<file path="src/rtl/multicycle_cu_if.sv">
// ----------------------------------------------------------------------------
// multicycle_cu_if
// Bundle between the multicycle control unit and its datapath / memories.
//
// Datapath -> control unit:
//    ins[31:0]            instruction word from instruction memory
//    ins_valid            ins is valid this cycle
//    br_taken             branch comparator result for current rs1/rs2
//    dm_ready             data memory finished the access
// Control unit -> datapath:
//    ir_load, pc_write    instruction register load, PC load from MUX1
//    rf_wenable           register-file write enable
//    dm_wenable, dm_req   data-memory write enable and request
//    rs1, rs2, rd, func3  registered decoded fields
//    subsra               subtract / arithmetic-shift select
//    mux_*_op             datapath mux selects
//    state[2:0], trap     current FSM state and sticky error flag
//
// Modport "master" is taken by the control unit (it commands the datapath),
// modport "slave" by the datapath side.
// ----------------------------------------------------------------------------
interface multicycle_cu_if;
   logic [31:0] ins;
   logic        ins_valid;
   logic        br_taken;
   logic        dm_ready;

   logic        ir_load;
   logic        pc_write;
   logic        rf_wenable;
   logic        dm_wenable;
   logic        dm_req;
   logic [4:0]  rs1;
   logic [4:0]  rs2;
   logic [4:0]  rd;
   logic [2:0]  func3;
   logic        subsra;
   logic        mux_sum_alu_op;
   logic        mux_pc_reg1_op;
   logic        mux_imm_reg2_op;
   logic [1:0]  mux_dm_alu_sum_op;
   logic [2:0]  state;
   logic        trap;

   modport master (
      input  ins, ins_valid, br_taken, dm_ready,
      output ir_load, pc_write, rf_wenable, dm_wenable, dm_req,
      output rs1, rs2, rd, func3, subsra,
      output mux_sum_alu_op, mux_pc_reg1_op, mux_imm_reg2_op, mux_dm_alu_sum_op,
      output state, trap
   );

   modport slave (
      output ins, ins_valid, br_taken, dm_ready,
      input  ir_load, pc_write, rf_wenable, dm_wenable, dm_req,
      input  rs1, rs2, rd, func3, subsra,
      input  mux_sum_alu_op, mux_pc_reg1_op, mux_imm_reg2_op, mux_dm_alu_sum_op,
      input  state, trap
   );
endinterface

</file>
<file path="src/rtl/multicycle_cu.sv">
// ----------------------------------------------------------------------------
// multicycle_cu
// Control unit for a multicycle RV32 subset (R, I-ALU, load, store and,
// optionally, branch / JAL / JALR). Sequences FETCH, DECODE, EXEC, MEM, WB
// and BTGT, and parks in TRAP on an illegal opcode or a data-memory timeout.
//
// Parameters:
//    TIMEOUT    cycles allowed in MEM without dm_ready before trapping (1..255)
//    EN_BRANCH  1 = branch/JAL/JALR legal, 0 = they trap
// Ports:
//    clk        rising-edge clock
//    reset      asynchronous, active-low reset
//    bus        multicycle_cu_if.master (instruction/memory inputs,
//               datapath enables, decoded fields, mux selects, state, trap)
// ----------------------------------------------------------------------------
module multicycle_cu #(
   parameter int TIMEOUT   = 15,
   parameter bit EN_BRANCH = 1'b1
) (
   input logic            clk,
   input logic            reset,
   multicycle_cu_if.master bus
);

   localparam logic [2:0] S_FETCH  = 3'd0;
   localparam logic [2:0] S_DECODE = 3'd1;
   localparam logic [2:0] S_EXEC   = 3'd2;
   localparam logic [2:0] S_MEM    = 3'd3;
   localparam logic [2:0] S_WB     = 3'd4;
   localparam logic [2:0] S_BTGT   = 3'd5;
   localparam logic [2:0] S_TRAP   = 3'd7;

   localparam logic [6:0] OPC_R    = 7'b0110011;
   localparam logic [6:0] OPC_I    = 7'b0010011;
   localparam logic [6:0] OPC_LD   = 7'b0000011;
   localparam logic [6:0] OPC_ST   = 7'b0100011;
   localparam logic [6:0] OPC_BR   = 7'b1100011;
   localparam logic [6:0] OPC_JAL  = 7'b1101111;
   localparam logic [6:0] OPC_JALR = 7'b1100111;

   // Instruction class remembered from DECODE so later states need not
   // look at the opcode again.
   localparam logic [2:0] CLS_R    = 3'd0;
   localparam logic [2:0] CLS_I    = 3'd1;
   localparam logic [2:0] CLS_LD   = 3'd2;
   localparam logic [2:0] CLS_ST   = 3'd3;
   localparam logic [2:0] CLS_BR   = 3'd4;
   localparam logic [2:0] CLS_JAL  = 3'd5;
   localparam logic [2:0] CLS_JALR = 3'd6;

   localparam logic [7:0] TIMEOUT_C = 8'(TIMEOUT);

   logic [2:0]  state_q, state_d;
   logic        trap_q, trap_d;
   logic [7:0]  wait_q, wait_d;
   logic [31:0] ir_q;
   logic [2:0]  cls_q;
   logic [4:0]  rs1_q, rs2_q, rd_q;
   logic [2:0]  func3_q;
   logic        subsra_q;

   logic [2:0]  decCls;
   logic        decLegal;
   logic        decSub;
   logic [7:0]  waitInc;

   logic        irLoad, pcWrite, rfWen, dmWen, dmReq;
   logic        sumAluOp, pcReg1Op, immReg2Op;
   logic [1:0]  dmSelOp;
   logic        func3Zero, subZero;

   logic        unusedIrBits;

   // Bits of the instruction word that carry only immediate payload and
   // never influence control.
   assign unusedIrBits = ^{ir_q[31], ir_q[29:25]};

   // Classify the latched instruction; branch-family opcodes are only
   // legal when the branch support is enabled.
   always_comb begin
      decCls   = CLS_R;
      decLegal = 1'b0;
      case (ir_q[6:0])
         OPC_R:    begin decCls = CLS_R;    decLegal = 1'b1;      end
         OPC_I:    begin decCls = CLS_I;    decLegal = 1'b1;      end
         OPC_LD:   begin decCls = CLS_LD;   decLegal = 1'b1;      end
         OPC_ST:   begin decCls = CLS_ST;   decLegal = 1'b1;      end
         OPC_BR:   begin decCls = CLS_BR;   decLegal = EN_BRANCH; end
         OPC_JAL:  begin decCls = CLS_JAL;  decLegal = EN_BRANCH; end
         OPC_JALR: begin decCls = CLS_JALR; decLegal = EN_BRANCH; end
         default:  begin decCls = CLS_R;    decLegal = 1'b0;      end
      endcase
   end

   // ins[30] selects SUB/SRA for R-type and SRAI (I-type, func3=101);
   // for every other instruction that bit is immediate data.
   assign decSub = ((ir_q[6:0] == OPC_R) ||
                    ((ir_q[6:0] == OPC_I) && (ir_q[14:12] == 3'b101))) ? ir_q[30] : 1'b0;

   assign waitInc = wait_q + 8'd1;

   // Next-state and control outputs. The ir_load request is gated by reset
   // so no enable leaks out while reset is held.
   always_comb begin
      state_d   = state_q;
      wait_d    = wait_q;
      irLoad    = 1'b0;
      pcWrite   = 1'b0;
      rfWen     = 1'b0;
      dmWen     = 1'b0;
      dmReq     = 1'b0;
      sumAluOp  = 1'b0;
      pcReg1Op  = 1'b0;
      immReg2Op = 1'b0;
      dmSelOp   = 2'b00;
      func3Zero = 1'b0;
      subZero   = 1'b0;
      case (state_q)
         S_FETCH: begin
            if (bus.ins_valid && reset) begin
               irLoad  = 1'b1;
               state_d = S_DECODE;
            end
         end
         S_DECODE: begin
            state_d = decLegal ? S_EXEC : S_TRAP;
         end
         S_EXEC: begin
            case (cls_q)
               CLS_R, CLS_I: begin
                  pcReg1Op  = 1'b1;
                  immReg2Op = (cls_q != CLS_R);
                  state_d   = S_WB;
               end
               CLS_LD, CLS_ST: begin
                  pcReg1Op  = 1'b1;
                  immReg2Op = 1'b1;
                  wait_d    = 8'd0;
                  state_d   = S_MEM;
               end
               CLS_BR: begin
                  pcReg1Op = 1'b1;
                  if (bus.br_taken) begin
                     state_d = S_BTGT;
                  end else begin
                     pcWrite = 1'b1;
                     state_d = S_FETCH;
                  end
               end
               CLS_JAL, CLS_JALR: begin
                  pcReg1Op  = (cls_q == CLS_JALR);
                  immReg2Op = 1'b1;
                  func3Zero = 1'b1;
                  state_d   = S_WB;
               end
               default: state_d = S_TRAP;
            endcase
         end
         S_MEM: begin
            dmReq = 1'b1;
            dmWen = (cls_q == CLS_ST);
            // A completion in the same cycle the counter would expire wins.
            if (bus.dm_ready) begin
               if (cls_q == CLS_ST) begin
                  pcWrite = 1'b1;
                  state_d = S_FETCH;
               end else begin
                  state_d = S_WB;
               end
            end else begin
               wait_d = waitInc;
               if (waitInc == TIMEOUT_C) begin
                  state_d = S_TRAP;
               end
            end
         end
         S_WB: begin
            pcWrite = 1'b1;
            rfWen   = (rd_q != 5'd0);
            case (cls_q)
               CLS_LD:            dmSelOp = 2'b00;
               CLS_JAL, CLS_JALR: dmSelOp = 2'b10;
               default:           dmSelOp = 2'b01;
            endcase
            sumAluOp = (cls_q == CLS_JAL) || (cls_q == CLS_JALR);
            state_d  = S_FETCH;
         end
         S_BTGT: begin
            immReg2Op = 1'b1;
            func3Zero = 1'b1;
            subZero   = 1'b1;
            pcWrite   = 1'b1;
            sumAluOp  = 1'b1;
            state_d   = S_FETCH;
         end
         S_TRAP: begin
            state_d = S_TRAP;
         end
         default: begin
            state_d = S_TRAP;
         end
      endcase
   end

   assign trap_d = trap_q | (state_d == S_TRAP);

   // State, wait counter, instruction register and decoded fields.
   // Fields are captured once in DECODE and held until the next DECODE.
   always_ff @(posedge clk or negedge reset) begin
      if (!reset) begin
         state_q  <= S_FETCH;
         trap_q   <= 1'b0;
         wait_q   <= 8'd0;
         ir_q     <= 32'd0;
         cls_q    <= CLS_R;
         rs1_q    <= 5'd0;
         rs2_q    <= 5'd0;
         rd_q     <= 5'd0;
         func3_q  <= 3'd0;
         subsra_q <= 1'b0;
      end else begin
         state_q <= state_d;
         trap_q  <= trap_d;
         wait_q  <= wait_d;
         if (irLoad) begin
            ir_q <= bus.ins;
         end
         if (state_q == S_DECODE) begin
            cls_q    <= decCls;
            rs1_q    <= ir_q[19:15];
            rs2_q    <= ir_q[24:20];
            rd_q     <= ir_q[11:7];
            func3_q  <= ir_q[14:12];
            subsra_q <= decSub;
         end
      end
   end

   assign bus.ir_load           = irLoad;
   assign bus.pc_write          = pcWrite;
   assign bus.rf_wenable        = rfWen;
   assign bus.dm_wenable        = dmWen;
   assign bus.dm_req            = dmReq;
   assign bus.rs1               = rs1_q;
   assign bus.rs2               = rs2_q;
   assign bus.rd                = rd_q;
   assign bus.func3             = func3Zero ? 3'b000 : func3_q;
   assign bus.subsra            = subZero ? 1'b0 : subsra_q;
   assign bus.mux_sum_alu_op    = sumAluOp;
   assign bus.mux_pc_reg1_op    = pcReg1Op;
   assign bus.mux_imm_reg2_op   = immReg2Op;
   assign bus.mux_dm_alu_sum_op = dmSelOp;
   assign bus.state             = state_q;
   assign bus.trap              = trap_q;

endmodule

</file>
<file path="src/flat_wrapper.sv">
// flat-port wrapper written by rule: the top's interface ports become plain ports
module multicycle_cu_flat 
#(
   parameter int TIMEOUT   = 15,
   parameter bit EN_BRANCH = 1'b1
)
  (clk, reset, bus_ins, bus_ins_valid, bus_br_taken, bus_dm_ready, bus_ir_load, bus_pc_write, bus_rf_wenable, bus_dm_wenable, bus_dm_req, bus_rs1, bus_rs2, bus_rd, bus_func3, bus_subsra, bus_mux_sum_alu_op, bus_mux_pc_reg1_op, bus_mux_imm_reg2_op, bus_mux_dm_alu_sum_op, bus_state, bus_trap);
  multicycle_cu_if bus_i ();
  input logic clk;
  input logic reset;
  input wire logic [$bits(bus_i.ins)-1:0] bus_ins;
  input wire logic [$bits(bus_i.ins_valid)-1:0] bus_ins_valid;
  input wire logic [$bits(bus_i.br_taken)-1:0] bus_br_taken;
  input wire logic [$bits(bus_i.dm_ready)-1:0] bus_dm_ready;
  output wire logic [$bits(bus_i.ir_load)-1:0] bus_ir_load;
  output wire logic [$bits(bus_i.pc_write)-1:0] bus_pc_write;
  output wire logic [$bits(bus_i.rf_wenable)-1:0] bus_rf_wenable;
  output wire logic [$bits(bus_i.dm_wenable)-1:0] bus_dm_wenable;
  output wire logic [$bits(bus_i.dm_req)-1:0] bus_dm_req;
  output wire logic [$bits(bus_i.rs1)-1:0] bus_rs1;
  output wire logic [$bits(bus_i.rs2)-1:0] bus_rs2;
  output wire logic [$bits(bus_i.rd)-1:0] bus_rd;
  output wire logic [$bits(bus_i.func3)-1:0] bus_func3;
  output wire logic [$bits(bus_i.subsra)-1:0] bus_subsra;
  output wire logic [$bits(bus_i.mux_sum_alu_op)-1:0] bus_mux_sum_alu_op;
  output wire logic [$bits(bus_i.mux_pc_reg1_op)-1:0] bus_mux_pc_reg1_op;
  output wire logic [$bits(bus_i.mux_imm_reg2_op)-1:0] bus_mux_imm_reg2_op;
  output wire logic [$bits(bus_i.mux_dm_alu_sum_op)-1:0] bus_mux_dm_alu_sum_op;
  output wire logic [$bits(bus_i.state)-1:0] bus_state;
  output wire logic [$bits(bus_i.trap)-1:0] bus_trap;
  assign bus_i.ins = bus_ins;
  assign bus_i.ins_valid = bus_ins_valid;
  assign bus_i.br_taken = bus_br_taken;
  assign bus_i.dm_ready = bus_dm_ready;
  assign bus_ir_load = bus_i.ir_load;
  assign bus_pc_write = bus_i.pc_write;
  assign bus_rf_wenable = bus_i.rf_wenable;
  assign bus_dm_wenable = bus_i.dm_wenable;
  assign bus_dm_req = bus_i.dm_req;
  assign bus_rs1 = bus_i.rs1;
  assign bus_rs2 = bus_i.rs2;
  assign bus_rd = bus_i.rd;
  assign bus_func3 = bus_i.func3;
  assign bus_subsra = bus_i.subsra;
  assign bus_mux_sum_alu_op = bus_i.mux_sum_alu_op;
  assign bus_mux_pc_reg1_op = bus_i.mux_pc_reg1_op;
  assign bus_mux_imm_reg2_op = bus_i.mux_imm_reg2_op;
  assign bus_mux_dm_alu_sum_op = bus_i.mux_dm_alu_sum_op;
  assign bus_state = bus_i.state;
  assign bus_trap = bus_i.trap;
  multicycle_cu #(.TIMEOUT(TIMEOUT), .EN_BRANCH(EN_BRANCH)) u_core (.clk(clk), .reset(reset), .bus(bus_i));
endmodule
</file>
<file path="config.mk">
export PLATFORM = sky130hd
export DESIGN_NAME = multicycle_cu_flat
export DESIGN_NICKNAME = d
export VERILOG_FILES = /design/src/rtl/multicycle_cu_if.sv /design/src/rtl/multicycle_cu.sv /design/src/flat_wrapper.sv
export SDC_FILE = /design/constraint.sdc
export NUM_CORES = 1
export LEC_CHECK = 0
export ABC_AREA = 1
export CORE_ASPECT_RATIO = 0.8
export CORE_MARGIN = 2
export CORE_UTILIZATION = 50
export CTS_BUF_LIST = sky130_fd_sc_hd__clkbuf_8
export CTS_CLUSTER_SIZE = 8
export DETAILED_ROUTE_END_ITERATION = 6
export MAX_ROUTING_LAYER = met4
export PLACE_DENSITY = 0.92
export SLEW_MARGIN = 20
export SYNTH_ARGS = -nofsm -noshare
export SYNTH_HDL_FRONTEND = slang
export SYNTH_SLANG_ARGS = --single-unit
</file>
<file path="constraint.sdc">
create_clock -name clk -period 2.08 [get_ports clk]
set_clock_uncertainty 0.1 [all_clocks]
set_input_delay 0.624 -clock clk [delete_from_list [all_inputs] [get_ports clk]]
set_output_delay 0.624 -clock clk [all_outputs]
set_load 0.01 [all_outputs]
</file>
* Word-level counts from Yosys, hierarchy flattened
Cells that the tools add are included.
** Word-level totals
- Register bits :: 65
- Word-level logic and storage cells :: 89
** Operators by class
- Add/subtract/negate cells :: 1
- Equal/unequal tests :: 23
- Mux-type cells :: 36
- Bitwise operators :: 1
- Reductions and logical operators :: 18
** Operators by type and width (count)
- $eq 3x3->1 const B :: 7
- $eq 7x7->1 const B :: 3
- $mux 3 :: 7
- $pmux 3 s6 :: 1
- $mux 8 :: 2
- $pmux 8 s2 :: 1
- $mux 1 :: 15
- $pmux 3 s5 :: 1
- $eq 7x6->1 const B :: 2
- $eq 3x2->1 const B :: 4
- $pmux 1 s2 :: 5
- $pmux 3 s3 :: 1
- $add 8x1->8 const B :: 1
- $eq 8x4->1 const B :: 1
- $reduce_or 2->1 :: 4
- $reduce_or 4->1 :: 2
- $eq 7x2->1 const B :: 1
- $eq 7x5->1 const B :: 1
- $reduce_or 7->1 :: 1
- $eq 3x1->1 const B :: 2
- $logic_not 3->1 :: 2
- $reduce_bool 5->1 :: 1
- $reduce_or 5->1 :: 1
- $ne 2x2->1 const B :: 2
- 9 further kinds :: 11

* Longest topological paths before layout
- Depth in word-level cells :: 7
- Depth in mapped cells :: 12

* Worst setup path after synthesis
No wires, ideal clock.
- Path kind :: reg-to-output
- From :: register u_core.state_q[1] (netlist: u_core.bus.state[1])
- To :: output port bus_func3[0]
- Arrival :: 1272 ps
- Required time :: 1356 ps
- Setup slack :: 84 ps
- Cell stages (with the launch flop) :: 6
- Path through :: dfrtp_1 > inv_1 > nor3_4 > inv_1 > o21ai_0 > nor2_1
** On the way
- Longest elaborated chain between the ends :: 3
- Elaborated cells between the ends (all ways) :: 4
- Those cells by class :: eq/ne: 2; mux: 2
** Ends and longest elaborated chain
- start: declaration :: RTL line multicycle_cu.sv:53 : logic [2:0] state_q, state_d;
- start signal: assignment :: RTL line multicycle_cu.sv:222 : state_q <= state_d;
- $eq 3x3->1 / $eq 3x2->1 (equally long branches) :: RTL line multicycle_cu.sv:118 : case (state_q)
- $pmux 1 s2 * :: RTL line multicycle_cu.sv:118
- $mux 3 * :: RTL line multicycle_cu.sv:247 : assign bus.func3 = func3Zero ? 3'b000 : func3_q;
- end: declaration :: RTL line flat_wrapper.sv:23 : output wire logic [$bits(bus_i.func3)-1:0] bus_func3;
Every way passes the cells marked *; elsewhere a longest branch is shown, timed or not.

* Worst setup path after layout
- From :: register u_core.state_q[0] (netlist: u_core.bus.state[0])
- To :: output port bus_pc_write
** On the way
- Longest elaborated chain between the ends :: 3
- Elaborated cells between the ends (all ways) :: 6
- Those cells by class :: eq/ne: 4; mux: 1; reduce/logical: 1
** Ends and longest elaborated chain
- $eq 3x3->1 :: RTL line multicycle_cu.sv:118
- $reduce_or 2->1 (no line)
- $pmux 1 s3 * :: RTL line multicycle_cu.sv:118
- end: declaration :: RTL line flat_wrapper.sv:16 : output wire logic [$bits(bus_i.pc_write)-1:0] bus_pc_write;
Marks and branches as above.

==> results.toml <==
[synth]
post_synth.cell_area_avg_sq_um = 8.01
mappedNetlistArea_sq_um = 2830
postSynthNetCount = 392
yosysWarningCount = 0
netlist_instances = 353
synth.yosys.seq_area_share_pct = 53.1
synth-seq-cells = 60
synth.distinct_cells = 33

[clock_network]
maximum_buffer_depth_of_the_clock_tree = 2
clock-root-buffer = "sky130_fd_sc_hd__clkbuf_8"
cts_num_sinks = 60
cts_tree = "done"
path_clk_slew_ps = 70
insertion_delay_ps = 340
cts_htree_levels = 3
cts_made_buffers = 9

[setup_path]
cp_data_arrival_time_ps = 1630
setup.worst_path.end_class = "output pin"
worst-setup-path-type = "reg2out"
cp_max_fo = 4
crit_end = "bus_pc_write"
worst_r2r_endpoint = "u_core.bus.trap"
setup.worst_path.start = "u_core.bus.state[0]"
rr_worst_depth = 11
critPathRequiredTime_ps = 1360
launch_point_of_the_worst_reg_to_reg_path = "u_core.bus.state[1]"
timing.critical_path.from_type = "register"
worst-r2r-setup-slack_ps = 160

[finish]
postLayoutCellArea_sq_um = 4080
antenna-diode-count = 0
layout.cells.most_common_list = "141 x sky130_fd_sc_hd__nand2_1, 55 x sky130_fd_sc_hd__dfrtp_1, 41 x sky130_fd_sc_hd__clkdlybuf4s50_1, 38 x sky130_fd_sc_hd__inv_1, 36 x sky130_fd_sc_hd__buf_4"
drive_gt1_share_pct = 22.8
final.fill_count = 383
final_nets = 503
layout.cells.non_filler = 547
layout.cells.most_common = "sky130_fd_sc_hd__nand2_1"
flow.area_growth_from_synthesis_pct = 44.4

[status]
violated_checks = "setup timing"
status = "complete, but fails checks"

[pwr]
power_density_nw_per_um2 = 1410
leakage_uw = 0.00212
vdd.ir_drop.worst_v = 0.000663

[min_path]
hold_class = "in2async"

[place]
placement.io_buffers = 63
gp_congestion = 0.926
dpl.cell_count = 515
placed_area_sq_um = 3710
detailedPlace.worstSlack_ps = -634
hpwl_um = 5130

[routing]
detail_route.wl_per_cell_um = 15.3
drtIter0Drc = 224
route.vias.total = 2869
postRouteWirelength_um = 8380
first_pass_iters = 5
antenna_left = 0
post-route-drc-count = 0
detail_route.vias_per_cell = 5.24

[global_routing]
grt_util_all_layers_pct = 29.0
first_global_vias = 2863
global_route_wire_length_before_repair_um = 13400
grt_start_max_net_pins = 61
overflow = 0
grt_antenna_before_repair = 0

[die]
floorplan.initialDensity_pct = 51.7
die_area_sq_um = 6270
die_x_um = 88.1
core_area_sq_um = 5470
core.rowCount = 24
die_height_um = 71.3
pin_count = 70

[timing]
timing.setup.tns_ps = -2080
setup_repair_after_global_routing_missed_its_margin = "true"
hold_ws_ps = 366
final_period_minus_worst_setup_slack_ps = 2360
final-hold-violation-count = 0
timing.fmax_mhz = 424
post-route-period-util_pct = 113
max_slew_margin_pct = 51.1
timing.final.setup_violations = 13
max_slew.worst_pin.slew_ps = 733
fin_ws_ps = -276
drv_slew = 0

[job]
max_cap_viol_count = 0
[cells by family (layout without fill, tap and decap cells)]
group	count (synthesis)	in the layout	synth area share, %
and+or+nand+nor	194	194	28.9
AOI/OAI and AO/OA	43	43	8.59
xor gates and xnor gates	1	1	0.310
buffers and inverters	53	169	8.23
adders and majority gates	2	2	0.885
DFF	60	60	53.1
[power breakdown]
part / leakage [uW] / internal (uW) / switching, uW
combinational: 0.00128 / 1210 / 1420
sequential: 0.000741 / 1690 / 381
clock: 0.0000958 / 558 / 504
total: 0.00212 / 3460 / 2310
[metal layers]
layer	up-vias	track usage [%]	part of all wire [%]
met5	-	-	0
met4	0	9.60	1.9
met3	22	9.22	9.0
met2	166	44.4	49
met1	1362	37.3	40
li1	1319	-	-
[how the worst min path moves through the flow]
stage / startpoint / endpoint / slack [ps] / cells past startpoint
2_1_floorplan: reset / u_core.bus.rd[0] / 230 / 0
3_3_place_gp: u_core.ir_q[21] / u_core.bus.rs2[1] / 350 / 2
3_5_place_dp: u_core.ir_q[0] / u_core.ir_q[0] / 360 / 2
4_1_cts: reset / u_core.bus.rs1[0] / 380 / 2
5_1_grt: u_core.ir_q[19] / u_core.ir_q[19] / 400 / 2
6_report: reset / u_core.ir_q[8] / 370 / 2
[registers in the layout, summed over array words and instances (netlist names)]
register	count
u_core.ir_q	26
u_core.wait_q	8
u_core.bus.rd	5
u_core.bus.rs1	5
u_core.bus.rs2	5
u_core.bus.state	3
u_core.cls_q	3
u_core.func3_q	3
u_core.bus.trap	1
u_core.subsra_q	1
[worst max-delay path, stage by stage (launching register included)]
cell and delay (ps):
sky130_fd_sc_hd__dfrtp_2 440, sky130_fd_sc_hd__buf_6 140, sky130_fd_sc_hd__nor3_4 200, sky130_fd_sc_hd__inv_2 90, sky130_fd_sc_hd__buf_6 120, sky130_fd_sc_hd__o2111ai_2 140, sky130_fd_sc_hd__buf_2 160
[per-stage QoR]
step | util (%) | total power [uW]
CTS | 73.6 | 5580
detailed placement | 67.8 | 4330
global placement | 67.8 | 4200
finish | 74.7 | 5760
floorplan | - | 3200
global route | 74.7 | 6140
[final cells by class]
cell class	instances	area, sq um	share of cell area, %
clock buffer	9	124	3.03
clock inverter	7	76.3	1.87
inverter	45	174	4.26
multi-input combinational	240	1170	28.6
sequential	60	1510	36.9
tap	78	97.6	2.39
timing repair buffer	108	935	22.9
[repair_timing]
item / CTS / global route
gates cloned: 0 / 0
buffers inserted: 14 / 4
gates resized for setup: 98 / 10
pin swaps: 9 / 1
endpoints found under the setup margin: 20 / 15
hold buffers: 0 / 0
[cell usage after synthesis (all sizes together)]
cell,instances,area share (%)
nand2,142,19
dfrtp,60,53
inv,45,6.1
o21ai,32,5.7
nor2,25,3.7
nand3,15,3.2
buf,6,1.9
a21oi,5,1.3
nor3,5,1.3
nand4,4,1.1
clkbuf,2,0.27
ha,2,0.89
a21o,1,0.27
a22o,1,0.31
and3,1,0.22
nand3b,1,0.27
o2111ai,1,0.31
o211ai,1,0.27
o21a,1,0.27
o22ai,1,0.22
or4,1,0.27
xor2,1,0.31
Note: power is estimated with default switching activity, not from simulation.
